**config.mk**
```make
export PLATFORM = sky130hd
export DESIGN_NAME = sdm_mixer
export DESIGN_NICKNAME = d
export VERILOG_FILES = /design/src/rtl/sdm_pkg.sv /design/src/rtl/sdm_dsmod.sv /design/src/rtl/sdm_mixer.sv
export SDC_FILE = /design/constraint.sdc
export NUM_CORES = 1
export LEC_CHECK = 0
export BUFFER_PORTS_ARGS = -buffer_cell sky130_fd_sc_hd__buf_2
export CORE_MARGIN = 4
export CORE_UTILIZATION = 62
export DETAILED_ROUTE_END_ITERATION = 10
export HOLD_SLACK_MARGIN = 0.02
export PLACE_DENSITY = 0.87
export SYNTH_ARGS = -nofsm -noshare
export SYNTH_HDL_FRONTEND = slang
export SYNTH_HIERARCHICAL = 1
export SYNTH_SLANG_ARGS = --single-unit
```
**constraint.sdc**
```tcl
create_clock -name clk24 -period 12.45 [get_ports clk24]
set_clock_uncertainty 0.05 [all_clocks]
set_input_delay 2.49 -clock clk24 [delete_from_list [all_inputs] [get_ports clk24]]
set_output_delay 2.49 -clock clk24 [all_outputs]
set_load 0.02 [all_outputs]
```
**src/rtl/sdm_pkg.sv**
```systemverilog
// Shared definitions for the sdm_mixer slice.
// - mix FSM state encoding
// - bit positions of the per-channel config word {ma_en, pan_r, pan_l, gain[2:0]}
// - accumulator width helper (wide enough that NCH terms of (2**IW-1) << 7 never overflow)
package sdm_pkg;

  typedef enum logic [2:0] {
    ST_IDLE    = 3'd0,
    ST_CAPTURE = 3'd1,
    ST_ACCUM   = 3'd2,
    ST_SAT     = 3'd3,
    ST_OUT     = 3'd4
  } sdm_state_t;

  localparam int CFG_W        = 6;
  localparam int CFG_GAIN_LSB = 0;
  localparam int CFG_GAIN_W   = 3;
  localparam int CFG_PAN_L    = 3;
  localparam int CFG_PAN_R    = 4;
  localparam int CFG_MA_EN    = 5;

  // Reset entry: gain 0, both pans on, averaging off.
  localparam logic [CFG_W-1:0] CFG_RESET = 6'b011000;

  function automatic int acc_width(input int iw, input int nch);
    return iw + 7 + $clog2(nch);
  endfunction

endpackage

```
**src/rtl/sdm_dsmod.sv**
```systemverilog
// First-order delta-sigma modulator for one output side.
// Ports:
//   clk24  - clock
//   reset  - synchronous active-high reset
//   ce     - update strobe (one clk24 cycle)
//   din    - W-bit input level (top bits of the PCM sample)
//   pwm    - 1-bit bitstream, the carry out of the last update
module sdm_dsmod #(
  parameter int W = 10
) (
  input  logic         clk24,
  input  logic         reset,
  input  logic         ce,
  input  logic [W-1:0] din,
  output logic         pwm
);

  logic [W:0] acc;

  // The previous carry is dropped before each add, so acc[W] is a pure
  // carry pulse and its duty equals din / 2**W.
  always_ff @(posedge clk24) begin
    if (reset) begin
      acc <= '0;
    end else if (ce) begin
      acc <= {1'b0, acc[W-1:0]} + {1'b0, din};
    end
  end

  assign pwm = acc[W];

endmodule

```
**src/rtl/sdm_mixer.sv**
```systemverilog
// Multi-channel mixer: once per frame snapshots all channel samples and the
// config table, sums gain-shifted (optionally moving-averaged) channel terms
// into left/right accumulators, saturates to OW bits and feeds a delta-sigma
// modulator per side.
//
// state   | meaning
// IDLE    | waiting for frame_ce
// CAPTURE | snapshot ch_data + config, push history, clear accumulators
// ACCUM   | add channel ch_idx term, NCH cycles
// SAT     | saturate accumulators, register pcm/clip on exit
// OUT     | pcm_l/pcm_r hold the new frame, pcm_valid high
//
// Ports:
//   clk24, reset      - clock, synchronous active-high reset
//   ch_data           - NCH packed IW-bit samples, channel i at [i*IW +: IW]
//   cfg_we/addr/data  - config write {ma_en, pan_r, pan_l, gain[2:0]}
//   clip_clr          - clears sticky clip flags
//   pcm_l, pcm_r      - mixed frame, pcm_valid pulses when they update
//   clip              - sticky {R, L} saturation flags
//   busy              - FSM outside IDLE
//   o_pwm             - delta-sigma bitstreams {R, L}
module sdm_mixer
  import sdm_pkg::*;
#(
  parameter int NCH        = 8,
  parameter int IW         = 8,
  parameter int OW         = 16,
  parameter int PWM_WIDTH  = 10,
  parameter int SAMPLE_DIV = 512,
  parameter int DS_DIV     = 8,
  parameter int MA_LOG2    = 2
) (
  input  logic                     clk24,
  input  logic                     reset,
  input  logic [NCH*IW-1:0]        ch_data,
  input  logic                     cfg_we,
  input  logic [$clog2(NCH)-1:0]   cfg_addr,
  input  logic [5:0]               cfg_data,
  input  logic                     clip_clr,
  output logic [OW-1:0]            pcm_l,
  output logic [OW-1:0]            pcm_r,
  output logic                     pcm_valid,
  output logic [1:0]               clip,
  output logic                     busy,
  output logic [1:0]               o_pwm
);

  localparam int AW    = $clog2(NCH);
  localparam int ACC_W = acc_width(IW, NCH);
  localparam int MA    = 1 << MA_LOG2;
  localparam int HW    = IW + MA_LOG2;
  localparam int FW    = (SAMPLE_DIV > 1) ? $clog2(SAMPLE_DIV) : 1;
  localparam int DW    = (DS_DIV > 1) ? $clog2(DS_DIV) : 1;
  localparam logic [AW-1:0] LAST_CH = AW'(NCH - 1);

  // Frame and delta-sigma dividers
  logic [FW-1:0] frame_cnt;
  logic          frame_ce;
  logic [DW-1:0] ds_cnt;
  logic          ds_ce;

  assign frame_ce = (frame_cnt == FW'(SAMPLE_DIV - 1));
  assign ds_ce    = (ds_cnt == DW'(DS_DIV - 1));

  always_ff @(posedge clk24) begin
    if (reset) begin
      frame_cnt <= '0;
      ds_cnt    <= '0;
    end else begin
      frame_cnt <= frame_ce ? '0 : frame_cnt + 1'b1;
      ds_cnt    <= ds_ce ? '0 : ds_cnt + 1'b1;
    end
  end

  // FSM
  sdm_state_t    state, state_nxt;
  logic [AW-1:0] ch_idx;

  always_ff @(posedge clk24) begin
    if (reset) state <= ST_IDLE;
    else       state <= state_nxt;
  end

  always_comb begin
    state_nxt = state;
    busy      = (state != ST_IDLE);
    case (state)
      ST_IDLE:    if (frame_ce) state_nxt = ST_CAPTURE;
      ST_CAPTURE: state_nxt = ST_ACCUM;
      ST_ACCUM:   if (ch_idx == LAST_CH) state_nxt = ST_SAT;
      ST_SAT:     state_nxt = ST_OUT;
      ST_OUT:     state_nxt = ST_IDLE;
      default:    state_nxt = ST_IDLE;
    endcase
  end

  // Live config table
  logic [CFG_W-1:0] cfg_tab [NCH];

  always_ff @(posedge clk24) begin
    if (reset) begin
      for (int i = 0; i < NCH; i++) cfg_tab[i] <= CFG_RESET;
    end else if (cfg_we && (int'(cfg_addr) < NCH)) begin
      cfg_tab[cfg_addr] <= cfg_data;
    end
  end

  // Snapshots. hist[i][0] is the newest entry and doubles as the frame's
  // sample snapshot, so no separate sample register is kept.
  logic [CFG_W-1:0] snap_cfg [NCH];
  logic [IW-1:0]    hist     [NCH][MA];

  always_ff @(posedge clk24) begin
    if (reset) begin
      for (int i = 0; i < NCH; i++) begin
        snap_cfg[i] <= CFG_RESET;
        for (int k = 0; k < MA; k++) hist[i][k] <= '0;
      end
    end else if (state == ST_CAPTURE) begin
      for (int i = 0; i < NCH; i++) begin
        snap_cfg[i] <= cfg_tab[i];
        hist[i][0]  <= ch_data[i*IW +: IW];
        for (int k = MA - 1; k > 0; k--) hist[i][k] <= hist[i][k-1];
      end
    end
  end

  // Term for the channel being accumulated
  logic [CFG_W-1:0] cur_cfg;
  logic [HW-1:0]    hsum;
  logic [IW-1:0]    cur_s;
  logic [ACC_W-1:0] term;

  always_comb begin
    cur_cfg = snap_cfg[ch_idx];
    hsum    = '0;
    for (int k = 0; k < MA; k++) hsum = hsum + HW'(hist[ch_idx][k]);
    cur_s   = cur_cfg[CFG_MA_EN] ? IW'(hsum >> MA_LOG2) : hist[ch_idx][0];
    term    = ACC_W'(cur_s) << cur_cfg[CFG_GAIN_LSB +: CFG_GAIN_W];
  end

  // Accumulators
  logic [ACC_W-1:0] acc_l, acc_r;

  always_ff @(posedge clk24) begin
    if (reset) begin
      acc_l  <= '0;
      acc_r  <= '0;
      ch_idx <= '0;
    end else begin
      case (state)
        ST_CAPTURE: begin
          acc_l  <= '0;
          acc_r  <= '0;
          ch_idx <= '0;
        end
        ST_ACCUM: begin
          if (cur_cfg[CFG_PAN_L]) acc_l <= acc_l + term;
          if (cur_cfg[CFG_PAN_R]) acc_r <= acc_r + term;
          ch_idx <= ch_idx + 1'b1;
        end
        default: ;
      endcase
    end
  end

  // Saturation. Zero-extending by OW bits keeps the overflow test valid
  // even if the accumulator were narrower than the output.
  logic [ACC_W+OW-1:0] ext_l, ext_r;
  logic                over_l, over_r;
  logic [OW-1:0]       sat_l, sat_r;

  assign ext_l  = {{OW{1'b0}}, acc_l};
  assign ext_r  = {{OW{1'b0}}, acc_r};
  assign over_l = |ext_l[ACC_W+OW-1:OW];
  assign over_r = |ext_r[ACC_W+OW-1:OW];
  assign sat_l  = over_l ? {OW{1'b1}} : ext_l[OW-1:0];
  assign sat_r  = over_r ? {OW{1'b1}} : ext_r[OW-1:0];

  // Outputs are loaded on the SAT->OUT edge so the new samples and
  // pcm_valid are visible together for the whole OUT cycle.
  always_ff @(posedge clk24) begin
    if (reset) begin
      pcm_l     <= '0;
      pcm_r     <= '0;
      pcm_valid <= 1'b0;
      clip      <= 2'b00;
    end else begin
      pcm_valid <= (state == ST_SAT);
      if (state == ST_SAT) begin
        pcm_l <= sat_l;
        pcm_r <= sat_r;
      end
      // Set wins over a simultaneous clear.
      clip <= (clip & ~{2{clip_clr}}) | ({over_r, over_l} & {2{state == ST_SAT}});
    end
  end

  // Delta-sigma modulators
  sdm_dsmod #(.W(PWM_WIDTH)) u_dsmod_l (
    .clk24 (clk24),
    .reset (reset),
    .ce    (ds_ce),
    .din   (pcm_l[OW-1 -: PWM_WIDTH]),
    .pwm   (o_pwm[0])
  );

  sdm_dsmod #(.W(PWM_WIDTH)) u_dsmod_r (
    .clk24 (clk24),
    .reset (reset),
    .ce    (ds_ce),
    .din   (pcm_r[OW-1 -: PWM_WIDTH]),
    .pwm   (o_pwm[1])
  );

endmodule

```
==> impl_metrics.toml <==
[status]
status = "finished clean"

[synthesis]
syn_avg_cell_area_um2 = 12.74
synthCells = 1796
synth.largest_area_cell = "edfxtp_1"
syn_nets = 1958
synth_warnings = 6
synth.top_cell.area_share_pct = 46.19
netlist_area_um2 = 22880
ys_types = 76
synth-seq-area-share_pct = 56.17
synthTopCellsByArea = "edfxtp_1 46%, dfxtp_1 10%, and3_1 7.8%"
synthArstFlopShare_pct = 0
synth_edf_count = 352
synth_seq_cells = 466
synth.most_common_cell = "edfxtp_1"
ys_top_cells_by_count = "352 x edfxtp_1, 287 x and3_1, 114 x dfxtp_1"
synth-main-ff-cell = "edfxtp_1"

[worst_setup_path]
worst_setup_path_start_kind = "flop"
critical_path.slowest_cell = "dfxtp_4"
crit_required_ps = 12850
critical-path-max-stage-delay_ps = 770
crit_type = "flop to flop"
worstPathArrival_ps = 8750
crit_fanout = 44
endpoint_kind = "flop"
critPathMostFrequentCell = "o21ai_0"

[sta]
worst_slack_ps = 4103
tns_ps = 0
rsz0062_at_grt = "no"
slew_violations = 0
setup_viol = 0
worstMarginPinSlew_ps = 1166
hold_viol = 0
max_freq_mhz = 119.8
fin_crit_ps = 8347
maxSlewHeadroom_pct = 22.30
period_share_pct = 67.04

[route]
ant_nets = 0
dr_total_vias = 14820
wl_per_cell_um = 21.37
wl_um = 50180
drtPass1Iterations = 5
drc_errors = 0
vias_per_cell = 6.312
first_iter_violations = 1450

[clock_tree]
ctsHtreeMaxLevel = 2
cts_tree = "done"
cts_buffer_depth = 3
root_buffer = "clkbuf_16"
post-cts-setup-buffers = 0
clock-sinks = 466
cts-resized-gates = 0
path_clk_slew_ps = 60
cts_buffers = 45
clock_latency_ps = 550
hold_buffers = 0

[place]
preCtsSetupSlack_ps = 4113
dp_hpwl_um = 33210
io_buffers = 114
place_inst = 2265
dpl_cell_area_um2 = 23650
gp_congestion = 0.9459

[global_routing]
grt_use_total_pct = 24.51
grt_pass1_vias = 14770
grt_pass1_wl_um = 79860
grt_overflow = 0
grt_max_degree = 287
antenna_found_initial = 2

[floorplan]
die_h_um = 200.1
std_cell_rows = 70
die-width_um = 200.1
ioPinCount = 115
initial_core_util_pct = 62.65
core_um2 = 36520
dieArea_um2 = 40040

[final_layout]
diodes = 0
fillerInstances = 2417
fin_area_um2 = 25090
multi_input_area_um2 = 9324
finalNetCount = 2006
layout-drive-gt1-share_pct = 17.71
regArea_um2 = 12860
area_delta_synth_final_pct = 9.651
final_cells = 2348

[power_and_ir_drop]
p_total_uw = 3271
ir_worst_vdd_mv = 0.1138
power-per-cell-area_nw_per_um2 = 130.4
power.leakage_uw = 0.01035

[run]
maxCapViolCount = 0

[hold_path]
hold_class = "flop to flop"
-- worst paths after layout --
check / end / depth (start not counted) / from / slack (ps)
setup reg to reg: acc_l[17]$_SDFFE_PP0P_ / 29 / flop / 4100
setup / recovery: acc_l[17]$_SDFFE_PP0P_ / 29 / flop / 4100
hold / removal: frame_cnt[0]$_SDFF_PP0_ / 1 / frame_cnt[0]$_SDFF_PP0_ / 390
hold reg to reg: frame_cnt[0]$_SDFF_PP0_ / 1 / frame_cnt[0]$_SDFF_PP0_ / 390
-- metal layers --
| metal | up-vias | wire (um) | GRT usage, % |
|---|---|---|---|
| li1 | 6883 | - | - |
| met1 | 7286 | 20200 | 32.20 |
| met2 | 530 | 25360 | 42.41 |
| met3 | 118 | 2816 | 3.545 |
| met4 | 4 | 1771 | 8.409 |
| met5 | - | 30 | 0 |
-- cell families (layout without fill, tap and decap cells) --
group                    after synthesis  count (layout)  share of synthesized area [%]
AND/OR/NAND/NOR                      636             636                          15.66
multiplexers                         144             144                          10.41
flip-flops                           466             466                          56.17
buffers and inverters                173             257                          3.111
AO/OA/AOI/OAI                        242             242                          7.420
adder cells (fa/ha/maj)               88              88                          5.435
XOR/XNOR                              47              47                          1.799
-- stage by stage --
step / util, % / hold WS, ps
2_1_floorplan: - / 358.4
3_3_place_gp: 64.77 / 365.7
3_5_place_dp: 64.77 / 385.0
4_1_cts: 68.70 / 394.5
5_1_grt: 68.70 / 409.9
6_report: 68.70 / 391.8
-- layout make-up --
cell class | count | area share, %
clock buffers | 59 | 4.867
clock inverters | 24 | 0.8577
inverters | 44 | 0.7081
multi-input cells | 1157 | 37.16
flip-flops and latches | 466 | 51.26
well taps | 468 | 2.334
repair buffers | 130 | 2.813
-- placed cells by master (no fill, tap or decap), types with 9 or more instances in the layout --
cell type,synthesis,routed
and2_1,47,47
nor2_1,107,107
nand3_1,26,26
clkinv_1,2,11
inv_1,42,41
buf_2,9,113
and3_1,287,287
o21ai_0,37,37
mux4_2,74,74
nand2b_1,25,25
buf_4,2,16
o22ai_1,9,9
nand2_1,52,52
nor2b_1,15,15
nor3_1,10,10
xnor2_1,27,27
xor2_1,20,20
a21o_1,22,22
mux2i_1,59,59
a21oi_1,55,55
dfxtp_1,114,111
a211oi_1,24,24
mux2_2,11,11
or3_1,25,25
edfxtp_1,352,352
or2_2,13,13
a31oi_1,15,15
o221a_2,16,16
fa_1,20,20
ha_1,65,65
clkbuf_16,0,45
-- critical path: cells and delay by family (launching register included) --
kind                     cells  cell delay, ps
flip-flops                   1             770
buffers and inverters        2             820
XOR/XNOR                     1             140
AO/OA/AOI/OAI               14            2800
multiplexers                 2             890
adder cells (fa/ha/maj)      4            1760
AND/OR/NAND/NOR              6             910
-- flip-flops by register name, indices dropped and copies added, names as in the netlist, named ones only --
signal,cells
ch_idx,3
ds_cnt,3
frame_cnt,9
clip,2
u_dsmod_l/acc,11
state,3
pcm_valid,1
pcm_r,16
hist,256
u_dsmod_r/acc,11
pcm_l,16
snap_cfg,48
acc_l,18
cfg_tab,48
acc_r,18
-- report_power, final --
part           leakage [uW]  switching [uW]  internal (uW)
logic               0.00516             124           72.1
registers           0.00448            19.6           1710
clock network      0.000714             569            774
Power figures use the tool's default switching activity.
